===== config.mk =====
export PLATFORM = sky130hd
export DESIGN_NAME = seg7_scan_mux
export DESIGN_NICKNAME = d
export VERILOG_FILES = /design/src/rtl/seg7_scan_mux.sv
export SDC_FILE = /design/constraint.sdc
export NUM_CORES = 1
export LEC_CHECK = 0
export CELL_PAD_IN_SITES_DETAIL_PLACEMENT = 2
export CELL_PAD_IN_SITES_GLOBAL_PLACEMENT = 2
export CORE_AREA = 2 2 116 118
export CTS_CLUSTER_DIAMETER = 60
export CTS_CLUSTER_SIZE = 24
export DETAILED_ROUTE_END_ITERATION = 10
export DIE_AREA = 0 0 118 120
export HOLD_SLACK_MARGIN = 0.03
export PLACE_DENSITY_LB_ADDON = 0.12
export SLEW_MARGIN = 0
export SYNTH_ARGS = -nofsm -noshare
export SYNTH_HDL_FRONTEND = slang
export SYNTH_SLANG_ARGS = --single-unit

===== constraint.sdc =====
create_clock -name clk -period 3.13 [get_ports clk]
set_input_delay 0.4695 -clock clk [delete_from_list [all_inputs] [get_ports clk]]
set_output_delay 0.4695 -clock clk [all_outputs]
set_load 0.05 [all_outputs]

===== src/rtl/seg7_scan_mux.sv =====
`timescale 1ns / 1ps
// seg7_scan_mux: scan controller for a multiplexed common-anode 7-segment display.
// Holds a packed-BCD value and shows one digit per slot. New values are staged and
// copied into the displayed register only at frame boundaries, so a frame never tears.
// Each slot starts with a short all-off dead time so the anodes do not ghost.
module seg7_scan_mux #(
  parameter int unsigned NUM_DIGITS  = 8,
  parameter int unsigned REFRESH_DIV = 100000,
  parameter int unsigned BLANK_CYC   = 16,
  parameter int unsigned CNT_W       = 17
) (
  input  logic                      clk,
  input  logic                      rst,
  input  logic [4*NUM_DIGITS-1:0]   value,
  input  logic                      load,
  input  logic [NUM_DIGITS-1:0]     digit_en,
  input  logic                      lz_blank,
  output logic                      pending,
  output logic                      frame_tick,
  output logic [3:0]                bcd_out,
  output logic [NUM_DIGITS-1:0]     an
);

  localparam int unsigned IDX_W = (NUM_DIGITS > 1) ? $clog2(NUM_DIGITS) : 1;
  localparam int unsigned VAL_W = 4 * NUM_DIGITS;

  localparam logic [CNT_W-1:0] CNT_MAX   = CNT_W'(REFRESH_DIV - 1);
  localparam logic [CNT_W-1:0] CNT_BLANK = CNT_W'(BLANK_CYC);
  localparam logic [IDX_W-1:0] IDX_MAX   = IDX_W'(NUM_DIGITS - 1);

  // Scan position
  logic [CNT_W-1:0]      cnt_q, cnt_d;
  logic [IDX_W-1:0]      idx_q, idx_d;
  logic                  tick;
  logic                  boundary;

  // Value handshake
  logic [VAL_W-1:0]      staging_q, staging_d;
  logic [VAL_W-1:0]      shadow_q, shadow_d;
  logic                  pending_q, pending_d;
  logic                  frame_tick_q, frame_tick_d;

  // Digit selection and visibility
  logic [3:0]            nib;
  logic [NUM_DIGITS-1:0] upper_zero;
  logic                  leading_zero;
  logic                  visible;

  // Registered outputs
  logic [3:0]            bcd_q, bcd_d;
  logic [NUM_DIGITS-1:0] an_q, an_d;

  // Prescaler and digit index: one slot per REFRESH_DIV cycles, wrap after last digit.
  always_comb begin
    tick     = (cnt_q == CNT_MAX);
    boundary = tick && (idx_q == IDX_MAX);
    cnt_d    = cnt_q + CNT_W'(1);
    idx_d    = idx_q;
    if (tick) begin
      cnt_d = '0;
      idx_d = (idx_q == IDX_MAX) ? '0 : idx_q + IDX_W'(1);
    end
  end

  // Load handshake: stage on load, promote at the frame boundary. A load that lands
  // on the boundary itself bypasses staging so it is shown from the very next frame.
  always_comb begin
    staging_d    = staging_q;
    shadow_d     = shadow_q;
    pending_d    = pending_q;
    frame_tick_d = boundary;
    if (load) begin
      staging_d = value;
    end
    if (boundary) begin
      if (load) begin
        shadow_d = value;
      end else if (pending_q) begin
        shadow_d = staging_q;
      end
      pending_d = 1'b0;
    end else if (load) begin
      pending_d = 1'b1;
    end
  end

  // Leading-zero map: upper_zero[k] is set when digits k..top of the shown value are all 0.
  always_comb begin
    logic run;
    run        = 1'b1;
    upper_zero = '0;
    for (int k = NUM_DIGITS - 1; k >= 0; k--) begin
      run           = run && (shadow_q[4*k +: 4] == 4'h0);
      upper_zero[k] = run;
    end
  end

  // Visibility of the current digit: enabled, a decimal code, and not a suppressed zero.
  always_comb begin
    nib          = shadow_q[{idx_q, 2'b00} +: 4];
    leading_zero = lz_blank && (idx_q != '0) && upper_zero[idx_q];
    visible      = digit_en[idx_q] && (nib <= 4'd9) && !leading_zero;
  end

  // Output decode: nibble always follows the index; anode only after the dead time.
  always_comb begin
    bcd_d = nib;
    an_d  = '1;
    if ((cnt_q >= CNT_BLANK) && visible) begin
      an_d = ~(NUM_DIGITS'(1) << idx_q);
    end
  end

  // State and output registers, cleared immediately by the asynchronous reset.
  always_ff @(posedge clk or posedge rst) begin
    if (rst) begin
      cnt_q        <= '0;
      idx_q        <= '0;
      staging_q    <= '0;
      shadow_q     <= '0;
      pending_q    <= 1'b0;
      frame_tick_q <= 1'b0;
      bcd_q        <= 4'h0;
      an_q         <= '1;
    end else begin
      cnt_q        <= cnt_d;
      idx_q        <= idx_d;
      staging_q    <= staging_d;
      shadow_q     <= shadow_d;
      pending_q    <= pending_d;
      frame_tick_q <= frame_tick_d;
      bcd_q        <= bcd_d;
      an_q         <= an_d;
    end
  end

  assign pending    = pending_q;
  assign frame_tick = frame_tick_q;
  assign bcd_out    = bcd_q;
  assign an         = an_q;

endmodule


After elaboration in Yosys (flattened, before gate mapping)
Index checks and enable logic that the tools add are counted.
{"block": "classes", "shift": 2, "n_reduce_logical": 26, "addsub": 2, "magnitude_cmp": 3, "muxes": 11, "n_eq_ne": 2, "bitwise": 1}
{"op": "32-bit 2-to-1 mux", "n": 2}
{"op": "4-bit zero test", "n": 8}
{"op": "32-bit by 6-bit indexed part select with 4-bit output", "n": 1}
{"op": "17-bit by 1-bit adder with 17-bit output, second input constant", "n": 1}
{"op": "17-bit == test, second input constant", "n": 1}
{"op": "17-bit by 5-bit >= comparator with 1-bit output, second input constant", "n": 1}
{"op": "17-bit 2-to-1 mux", "n": 1}
{"op": "1-bit logical AND", "n": 13}
{"op": "8-bit 2-to-1 mux", "n": 1}
{"op": "8-bit NOT", "n": 1}
{"op": "1-bit by 3-bit left shift with 8-bit output, first input constant", "n": 1}
{"op": "1-bit binary-select mux with 3-bit select", "n": 2}
{"op": "4-bit less-or-equal comparator, second input constant", "n": 1}
{"op": "3-bit by 4-bit < comparator with 1-bit output, second input constant", "n": 1}
{"op": "1-bit 2-to-1 mux", "n": 4}
{"op": "2-bit nonzero test", "n": 2}
{"op": "3-bit by 1-bit adder with 3-bit output, second input constant", "n": 1}
{"op": "3-bit == test, second input constant", "n": 1}
{"op": "3-bit 2-to-1 mux", "n": 1}
{"op": "3-bit nonzero test", "n": 1}
{"op": "2-bit AND reduction", "n": 1}
{"op": "1-bit zero test", "n": 1}
{"block": "word_totals", "regBits": 98, "word_cells": 55, "in_bits": 44, "out_inout_bits": 14}

Longest topological paths before layout
Gate-level depths: netlist of the first run.
{"block": "logic_depth", "ltp_word": 15, "ltp_mapped": 7}

Least setup slack after synthesis of the first run
OpenSTA, ideal clock, no wires.
{"block": "synth_path", "path_kind": "register to register", "startpoint": "reg idx_q[0]", "endpoint": "reg an_q[1], in the netlist an[1]", "t_arrival_ns": 2.027, "setup_slack_ns": 1.035, "n_path_buf": 1, "stages_incl_launch_ff": 8, "synth_period_minus_slack_ns": 2.095, "t_required_ns": 3.062, "path_cell_list": "dfrtp_1 buf_6 inv_1 ha_1 a211o_1 or4_4 a2111o_1 nand4_1"}
{"block": "synth_via", "elab_chain_len": 7, "word_cells_on_any_way": 16, "cone_classes": "order compare (1); shift (2); mux (5); bitwise (1); reduce/logical (7)"}
{"element": "start: declaration", "line_no": "33", "rtl": "logic [IDX_W-1:0] idx_q, idx_d;"}
{"element": "start signal: assignment", "line_no": "127", "rtl": "idx_q <= idx_d;"}
{"element": "branches (longest 6 deep; another with 4-bit less-or-equal comparator)"}
{"element": "8-bit 2-to-1 mux (*)", "line_no": "109", "rtl": "if ((cnt_q >= CNT_BLANK) && visible) begin"}
{"element": "via an_d[1]", "line_no": "51", "rtl": "logic [NUM_DIGITS-1:0] an_q, an_d;"}
{"element": "end signal: assignment", "line_no": "133", "rtl": "an_q <= an_d;"}
{"element": "end: declaration", "line_no": "51"}
Mark *: on every way through the listed nets, which the timed path passes. The select of a mux whose other input is x is not followed.
A chain may end at the register's enable or synchronous reset.

Final worst setup path of the first run
{"block": "layout_path", "startpoint": "reg idx_q[2]", "endpoint": "reg an_q[2], in the netlist an[2]"}
The elaborated chain is that of the path after synthesis.

==> impl_metrics.ini, run 1 <==
[power_and_ir_drop]
combPwrFrac_pct = 6.1
power.density_mw_per_mm2 = 492.8
p_total_uw = 2660
clock_power_share_pct = 44.3
p_switching_uw = 533.8
p_sw_share_pct = 20.07
cell_internal_pwr_uw = 2126
ir_drop_uv = 238.6
p_leak_uw = 0.002355
p_seq_share_pct = 49.6

[sta]
setup_viol = 0
relSlewSlack_pct = 48.05
tns_ns = 0
worstMarginPinSlew_ns = 0.7733
slew_violations = 0
max_freq_ghz = 0.3860
clock-skew-final_ns = 0.009236
fin_crit_sh_pct = 82.78
min_period_ns = 2.591
rsz0062_at_grt = no
final-hold-violation-count = 0

[grt]
grt_pass1_wl_mm = 17.05
grt_pass1_vias = 3081
grt_use_total_pct = 15.86
grt_overflow = 0
antenna_found_initial = 0
grt_max_degree = 48

[flow_run]
max_cap_viol_count = 0

[synth]
synth-async-reset-ratio_pct = 100.0
yosys.cell_types.count = 42
synth_area_per_cell_um2 = 14.04
synth_area_mm2 = 0.004283
synth_edf_count = 0
syn_inst = 305
synth_fp_nets = 357
ys_seq_area_share_pct = 57.49
ys_ff_latch = 98
synth_top_flop_cell = dfrtp_1
synth_warnings = 0

[clock_network]
cts_tree = yes
h-tree-depth = 3
clk_pin_slew_ns = 0.07
clk_latency_ns = 0.34
ctsHoldBuffers = 0
postCtsSetupBuffers = 0
clock_path_buffers = 2
post_cts_resized = 0
root_buffer = clkbuf_16
cts.sinks = 98
numCtsBuffers = 9

[route]
wl_mm = 10.38
wire_per_inst_um = 18.87
ant_nets = 0
drt_iter0_drc = 72
drt_pass1_iterations = 4
avgViaCountPerCell = 4.895
drcViolationCount = 0
vias = 2692

[critical_path]
critPathKind = reg -> reg
cp_max_fo = 15
crit_required_ns = 3.40
cp-start-kind = register
crit_arrival_ns = 2.86
endpoint_kind = register

[finish]
fin_util_pct = 41.58
drive_above_1_share_pct = 29.14
most-common-layout-cells = 90 x dfrtp_1, 67 x mux2_2, 57 x clkdlybuf4s50_1, 15 x nor2_1, 11 x nand2_1
syn_to_final_growth_pct = 26.03
num-nets-final = 421
final_common_cell = dfrtp_1
antenna_cells = 0

[placed_design]
hpwl_mm = 7.400
place_congestion = 0.7282
port_buffers = 57

[floorplanning]
die_w_um = 118
die-area_mm2 = 0.01416
fp.dieH_um = 120
boundaryPins = 58
initial_utilization_pct = 33.00
coreArea_mm2 = 0.01298
rows = 42

[hold_path]
hold_path_class = reg -> reg

[status]
status = completed
layer usage:
metal	vias to the layer above	wire (um)	part of all wire (%)	GRT usage [%]
li1	1230	-	-	-
met1	1414	4679	45	20.06
met4	0	165	1.6	6.325
met5	-	0	0	0
met2	36	5320	51	27.00
met3	12	212	2.0	2.852
final timing paths:
| kind | from | to | slack, ns | depth (start not counted) |
|---|---|---|---|---|
| max in group asynchronous | rst | an[4]$_DFF_PP1_ | 1.90 | 3 |
| worst min register to register | staging_q[20]$_DFFE_PP0P_ | staging_q[20]$_DFFE_PP0P_ | 0.50 | 1 |
| worst max register to register | idx_q[2]$_DFFE_PP0N_ | an[2]$_DFF_PP1_ | 0.54 | 5 |
| worst max-delay path | idx_q[2]$_DFFE_PP0N_ | an[2]$_DFF_PP1_ | 0.54 | 5 |
| worst min-delay path | staging_q[20]$_DFFE_PP0P_ | staging_q[20]$_DFFE_PP0P_ | 0.50 | 1 |
| min in group asynchronous | rst | staging_q[2]$_DFFE_PP0P_ | 0.52 | 2 |
logic make-up (layout without fill, tap and decap cells):
family / count (synthesis) / after routing / share of synthesized area [%]
buf+inv: 20 / 89 / 2.396
flops: 98 / 98 / 57.49
fa+ha+maj: 8 / 8 / 2.337
xor+xnor: 14 / 14 / 2.863
mux: 78 / 78 / 23.20
simple gates: 72 / 72 / 9.261
compound gates: 15 / 15 / 2.454
worst max-delay path, stage by stage, from the launching register on:
cell	delay, ns
dfrtp_1	0.73
clkinv_1	0.48
a211o_1	0.36
or4_4	0.47
a2111o_1	0.35
nand4_1	0.13
flip-flops by register name, indices dropped and copies added (netlist names):
register	flops
idx_q	3
pending	1
shadow_q	32
cnt_q	17
frame_tick	1
bcd_out	4
an	8
staging_q	32
area by class of cell:
class | instances | area [um^2]
Tap cell | 176 | 220.2
Clock inverter | 2 | 60.06
Fill cell | 1295 | 7582
Timing Repair Buffer | 64 | 648.1
Inverter | 9 | 35.03
Sequential cell | 98 | 2462
Clock buffer | 14 | 254.0
Multi-Input combinational cell | 187 | 1718
power groups by stage:
stage	sequential (uW)	clock (uW)	combinational, uW
finish	1320	1180	163
global route	1320	1270	182
CTS	1320	1220	170
detailed placement	1340	0	168
global placement	1340	0	165
floorplan	1340	0	81.4
per-stage QoR:
| step | hold slack [ns] | std cells | worst slack (ns) | instance area [um^2] |
|---|---|---|---|---|
| 2_1_floorplan | 0.4573 | 305 | 0.1117 | 4283 |
| 3_3_place_gp | 0.4813 | 534 | 0.4774 | 5084 |
| 3_5_place_dp | 0.4878 | 534 | 0.4419 | 5084 |
| 4_1_cts | 0.5025 | 550 | 0.5402 | 5398 |
| 5_1_grt | 0.5158 | 550 | 0.4312 | 5398 |
| 6_report | 0.4956 | 550 | 0.5390 | 5398 |
cells in the mapped netlist (all sizes together), types with 7 or more instances:
master | n | area [um^2]
dfrtp | 90 | 2252
xor2 | 7 | 61.31
ha | 8 | 100.1
dfstp | 8 | 210.2
mux2 | 67 | 754.5
nand4 | 9 | 56.30
nor2 | 15 | 56.30
xnor2 | 7 | 61.31
inv | 8 | 30.03
clkbuf | 9 | 53.81
nand2 | 11 | 41.29
mux4 | 10 | 229.0
nor4 | 8 | 50.05
nand3 | 9 | 45.04
Note: power is estimated with default switching activity, not from simulation.
==> run 2, diff against run 1 <==
==> constraint.sdc (replaced) <==
create_clock -name clk -period 2.26 [get_ports clk]
set_input_delay 0.339 -clock clk [delete_from_list [all_inputs] [get_ports clk]]
set_output_delay 0.339 -clock clk [all_outputs]
set_load 0.05 [all_outputs]
==> impl_metrics.ini, run 2 (synthesized netlist as in run 1, its figures left out) <==
[floorplanning]
die-area_mm2 = 0.01416
die_w_um = 118
boundaryPins = 58
fp.dieH_um = 120
coreArea_mm2 = 0.01298
rows = 42
initial_utilization_pct = 33.00

[sta]
fin_crit_sh_pct = 96.28
min_period_ns = 2.176
relSlewSlack_pct = 55.22
slew_violations = 0
rsz0062_at_grt = no
worstMarginPinSlew_ns = 0.6702
max_freq_ghz = 0.4596
clock-skew-final_ns = 0.01131
final-hold-violation-count = 0
setup_viol = 0

[status]
status = completed

[power_and_ir_drop]
p_seq_share_pct = 52.0
p_leak_uw = 0.002399
power.density_mw_per_mm2 = 640.5
cell_internal_pwr_uw = 2730
p_sw_share_pct = 22.23
ir_drop_uv = 392.8
clock_power_share_pct = 41.3
p_switching_uw = 780.3
combPwrFrac_pct = 6.7

[route]
wire_per_inst_um = 17.75
avgViaCountPerCell = 4.820
wl_mm = 9.960
drt_iter0_drc = 82
drt_pass1_iterations = 4
vias = 2704
drcViolationCount = 0
ant_nets = 0

[placed_design]
hpwl_mm = 7.453
dpl_cell_area_mm2 = 0.005194
place_congestion = 0.7382
port_buffers = 57

[critical_path]
cp_slowest_cell = or4b_1
cp-start-kind = register
path_cells = or4b_1 > a211o_1 > or4_4 > a2111o_1 > nand4_1
crit_arrival_ns = 2.46
cp_top_family = simple AND/OR/NAND/NOR gates
endpoint_kind = register
cp_max_fo = 3
crit_required_ns = 2.54
worst-path-buf-inv = 0
critPathKind = reg -> reg
critPathMaxStageDelay_ns = 0.55

[clock_network]
clock_path_buffers = 2
postCtsSetupBuffers = 0
cts.sinks = 98
root_buffer = clkbuf_16
clk_pin_slew_ns = 0.07
h-tree-depth = 3
clk_latency_ns = 0.35
numCtsBuffers = 9
cts_tree = yes

[hold_path]
hold_path_class = in -> async

[grt]
grt_pass1_vias = 3005
grt_pass1_wl_mm = 16.79
met2_usage_pct = 24.82
grt_max_degree = 34
antenna_found_initial = 0
grt_overflow = 0
grt_use_total_pct = 15.53
busiest_layer = met2
grtUsageMet3_pct = 3.517
use_met1_pct = 20.67

[finish]
fin_area_mm2 = 0.005480
final_common_cell = dfrtp_1
most-common-layout-cells = 90 x dfrtp_1, 67 x mux2_2, 57 x clkdlybuf4s50_1, 15 x nor2_1, 13 x buf_4
drive_above_1_share_pct = 32.21
syn_to_final_growth_pct = 27.96
num-nets-final = 432
reg.largest.list = shadow_q: 32 flops, staging_q: 32 flops, cnt_q: 17 flops
antenna_cells = 0
fin_util_pct = 42.22

[flow_run]
max_cap_viol_count = 0
-- run 2: what timing repair did --
item                                    4_1_cts  5_1_grt
endpoints found under the setup margin        0        8
hold buffers                                  0        0
resized for setup                             0        3
-- run 2: metrics by stage --
stage          TNS [ns]  total power, uW  hold slack, ns  setup WS (ns)  std cells
4_1_cts               0             3583          0.4544        0.05567        561
5_1_grt               0             3663          0.4999       0.003475        561
6_report              0             3510          0.4382        0.08416        561
3_5_place_dp     -1.101             2101          0.4868        -0.2428        545
3_3_place_gp     -1.064             2093          0.4800        -0.2345        545
2_1_floorplan         0             1971          0.4573         0.1650        305
-- run 2: per-layer routing --
layer  wire length, um  share of wire [%]  vias to the layer above
met5                 0                  0                        -
met4               184                1.8                        0
met3               261                2.6                       14
met2              4897                 49                       48
met1              4617                 46                     1389
li1                  -                  -                     1253
-- run 2: final timing paths --
path                                     startpoint                        to  slack [ns]  cells after the start
max                        shadow_q[29]$_DFFE_PP0P_           an[2]$_DFF_PP1_        0.08                      5
min                                             rst      bcd_out[3]$_DFF_PP0_        0.44                      2
max reg2reg                shadow_q[29]$_DFFE_PP0P_           an[2]$_DFF_PP1_        0.08                      5
min reg2reg                staging_q[4]$_DFFE_PP0P_  staging_q[4]$_DFFE_PP0P_        0.49                      1
max in group asynchronous                       rst       cnt_q[11]$_DFF_PP0_        1.23                      3
min in group clk           staging_q[4]$_DFFE_PP0P_  staging_q[4]$_DFFE_PP0P_        0.49                      1
-- run 2: cell type report --
class | count | area, um^2
Clock inverter | 5 | 36.28
Clock buffer | 11 | 242.7
Timing Repair Buffer | 75 | 759.5
Multi-Input combinational cell | 187 | 1722
Fill cell | 1316 | 7500
Inverter | 9 | 37.54
Tap cell | 176 | 220.2
Sequential cell | 98 | 2462
-- run 2: power groups by stage --
stage	combinational, uW	sequential [uW]	clock (uW)
CTS	243	1830	1510
detailed placement	241	1860	0
floorplan	113	1860	0
finish	234	1830	1450
global route	260	1830	1570
global placement	237	1860	0
==> run 3, diff against run 2 <==
--- a/config.mk
+++ b/config.mk
@@ -5,13 +5,14 @@
 export SDC_FILE = /design/constraint.sdc
 export NUM_CORES = 1
 export LEC_CHECK = 0
+export CAP_MARGIN = 20
 export CELL_PAD_IN_SITES_DETAIL_PLACEMENT = 2
 export CELL_PAD_IN_SITES_GLOBAL_PLACEMENT = 2
-export CORE_AREA = 2 2 116 118
+export CORE_AREA = 2 2 110 112
 export CTS_CLUSTER_DIAMETER = 60
 export CTS_CLUSTER_SIZE = 24
 export DETAILED_ROUTE_END_ITERATION = 10
-export DIE_AREA = 0 0 118 120
+export DIE_AREA = 0 0 112 114
 export HOLD_SLACK_MARGIN = 0.03
 export PLACE_DENSITY_LB_ADDON = 0.12
 export SLEW_MARGIN = 0
==> constraint.sdc (replaced) <==
create_clock -name clk -period 2.3 [get_ports clk]
set_input_delay 0.345 -clock clk [delete_from_list [all_inputs] [get_ports clk]]
set_output_delay 0.345 -clock clk [all_outputs]
set_load 0.05 [all_outputs]
==> impl_metrics.ini, run 3 (synthesized netlist as in run 1, its figures left out) <==
[sta]
fin_crit_sh_pct = 94.21
tns_ns = 0
worstMarginPinSlew_ns = 0.5994
slew_violations = 0
min_period_ns = 2.167
relSlewSlack_pct = 59.73
rsz0062_at_grt = no
worst_slack_ns = 0.1331
final-hold-violation-count = 0
max_freq_ghz = 0.4615
setup_viol = 0
clock-skew-final_ns = 0.008487

[critical_path]
worst-path-buf-inv = 0
r2r_cells = 5
reg2reg_to = an[1]$_DFF_PP1_
critPathKind = reg -> reg
r2r_start = shadow_q[29]$_DFFE_PP0P_
cp_slowest_cell = or4b_1
cp_max_fo = 3
crit_arrival_ns = 2.44
cp_top_family = simple AND/OR/NAND/NOR gates
critPathMaxStageDelay_ns = 0.53
cp-startpoint = shadow_q[29]$_DFFE_PP0P_
cp_num_cells = 5
r2r_slack_ns = 0.13
crit_required_ns = 2.57
path_cells = or4b_1 > a211o_1 > or4_4 > a2111o_1 > nand4_1
cp-start-kind = register
endpoint_kind = register
critPathCapture = an[1]$_DFF_PP1_

[finish]
drive_above_1_share_pct = 32.11
multi_input_area_mm2 = 0.001718
reg.largest.list = shadow_q: 32 flops, staging_q: 32 flops, cnt_q: 17 flops
most-common-layout-cells = 89 x dfrtp_1, 67 x mux2_2, 57 x clkdlybuf4s50_1, 15 x nor2_1, 11 x nand2_1
fillers = 1164
regArea_mm2 = 0.002464
fin_util_pct = 47.05
fin_area_mm2 = 0.005510
num-nets-final = 430
syn_to_final_growth_pct = 28.66
final_common_cell = dfrtp_1
antenna_cells = 0

[floorplanning]
fp.dieH_um = 114
boundaryPins = 58
die_w_um = 112
die-area_mm2 = 0.01277
initial_utilization_pct = 36.57
coreArea_mm2 = 0.01171
rows = 40

[placed_design]
hpwl_mm = 7.413
port_buffers = 57
dp_slack_ns = -0.1687
place_congestion = 0.7509
dpl_cell_area_mm2 = 0.005155

[status]
status = completed

[route]
drt_iter0_drc = 71
drcViolationCount = 0
wl_mm = 10.34
vias = 2737
wire_per_inst_um = 19.51
drt_pass1_iterations = 4
avgViaCountPerCell = 5.164
ant_nets = 0

[grt]
antenna_found_initial = 0
grt_overflow = 0
grt_use_total_pct = 17.69
grt_pass1_vias = 3121
grt_pass1_wl_mm = 17.35
grt_max_degree = 47

[hold_path]
hold_path_class = in -> async

[clock_network]
clk_latency_ns = 0.34
root_buffer = clkbuf_16
cts_tree = yes
numCtsBuffers = 9
clock_path_buffers = 2
cts.sinks = 98
postCtsSetupBuffers = 0
h-tree-depth = 3
clk_pin_slew_ns = 0.07

[flow_run]
max_cap_viol_count = 0

[power_and_ir_drop]
ir_drop_uv = 415.0
p_leak_uw = 0.002426
power.density_mw_per_mm2 = 686.5
[run 3: timing repair]
action	CTS	global route
setup endpoints to repair	3	2
resized for setup	1	2
hold buffers	0	0
endpoints found under the hold margin	0	0
[run 3: through the flow]
step | power, uW | cells | hold slack (ns)
floorplan | 1936 | 305 | 0.4573
global placement | 2059 | 514 | 0.4815
detailed placement | 2071 | 514 | 0.4876
CTS | 3837 | 530 | 0.4645
global route | 3921 | 530 | 0.4928
finish | 3783 | 530 | 0.4624
[run 3: how the worst min path moves through the flow]
| stage | from | slack (ns) | depth (start not counted) | to |
|---|---|---|---|---|
| 6_report | rst | 0.46 | 3 | bcd_out[2]$_DFF_PP0_ |
| 5_1_grt | rst | 0.49 | 3 | staging_q[7]$_DFFE_PP0P_ |
| 4_1_cts | rst | 0.46 | 3 | staging_q[7]$_DFFE_PP0P_ |
| 3_5_place_dp | staging_q[27]$_DFFE_PP0P_ | 0.49 | 1 | staging_q[27]$_DFFE_PP0P_ |
| 3_3_place_gp | staging_q[4]$_DFFE_PP0P_ | 0.48 | 1 | staging_q[4]$_DFFE_PP0P_ |
| 2_1_floorplan | cnt_q[12]$_DFF_PP0_ | 0.46 | 1 | cnt_q[12]$_DFF_PP0_ |
[run 3: layer usage]
| metal | GRT usage (%) | vias up | share of wire [%] |
|---|---|---|---|
| met5 | 0 | - | 0 |
| met4 | 5.122 | 0 | 1.2 |
| met3 | 3.773 | 8 | 3.2 |
| met2 | 28.85 | 46 | 48 |
| met1 | 24.12 | 1444 | 48 |
| li1 | - | 1239 | - |
[run 3: area by class of cell]
cell class,count,area share (%)
sequential,98,44.71
multi-input combinational,187,31.18
timing repair buffer,73,13.74
clock buffer,10,4.337
tap,147,3.338
clock inverter,6,2.021
inverter,9,0.6812
[run 3: tightest hold or removal path, cell delays in order]
cell,delay (ns)
clkdlybuf4s50_1,0.45
clkinvlp_4,0.16
buf_12,0.19
[run 3: where the power goes]
part | internal [uW] | switching [uW] | total, uW
Clock | 1090 | 657 | 1750
Sequential | 1780 | 14.6 | 1790
Combinational | 136 | 99.6 | 236
Total | 3010 | 771 | 3780
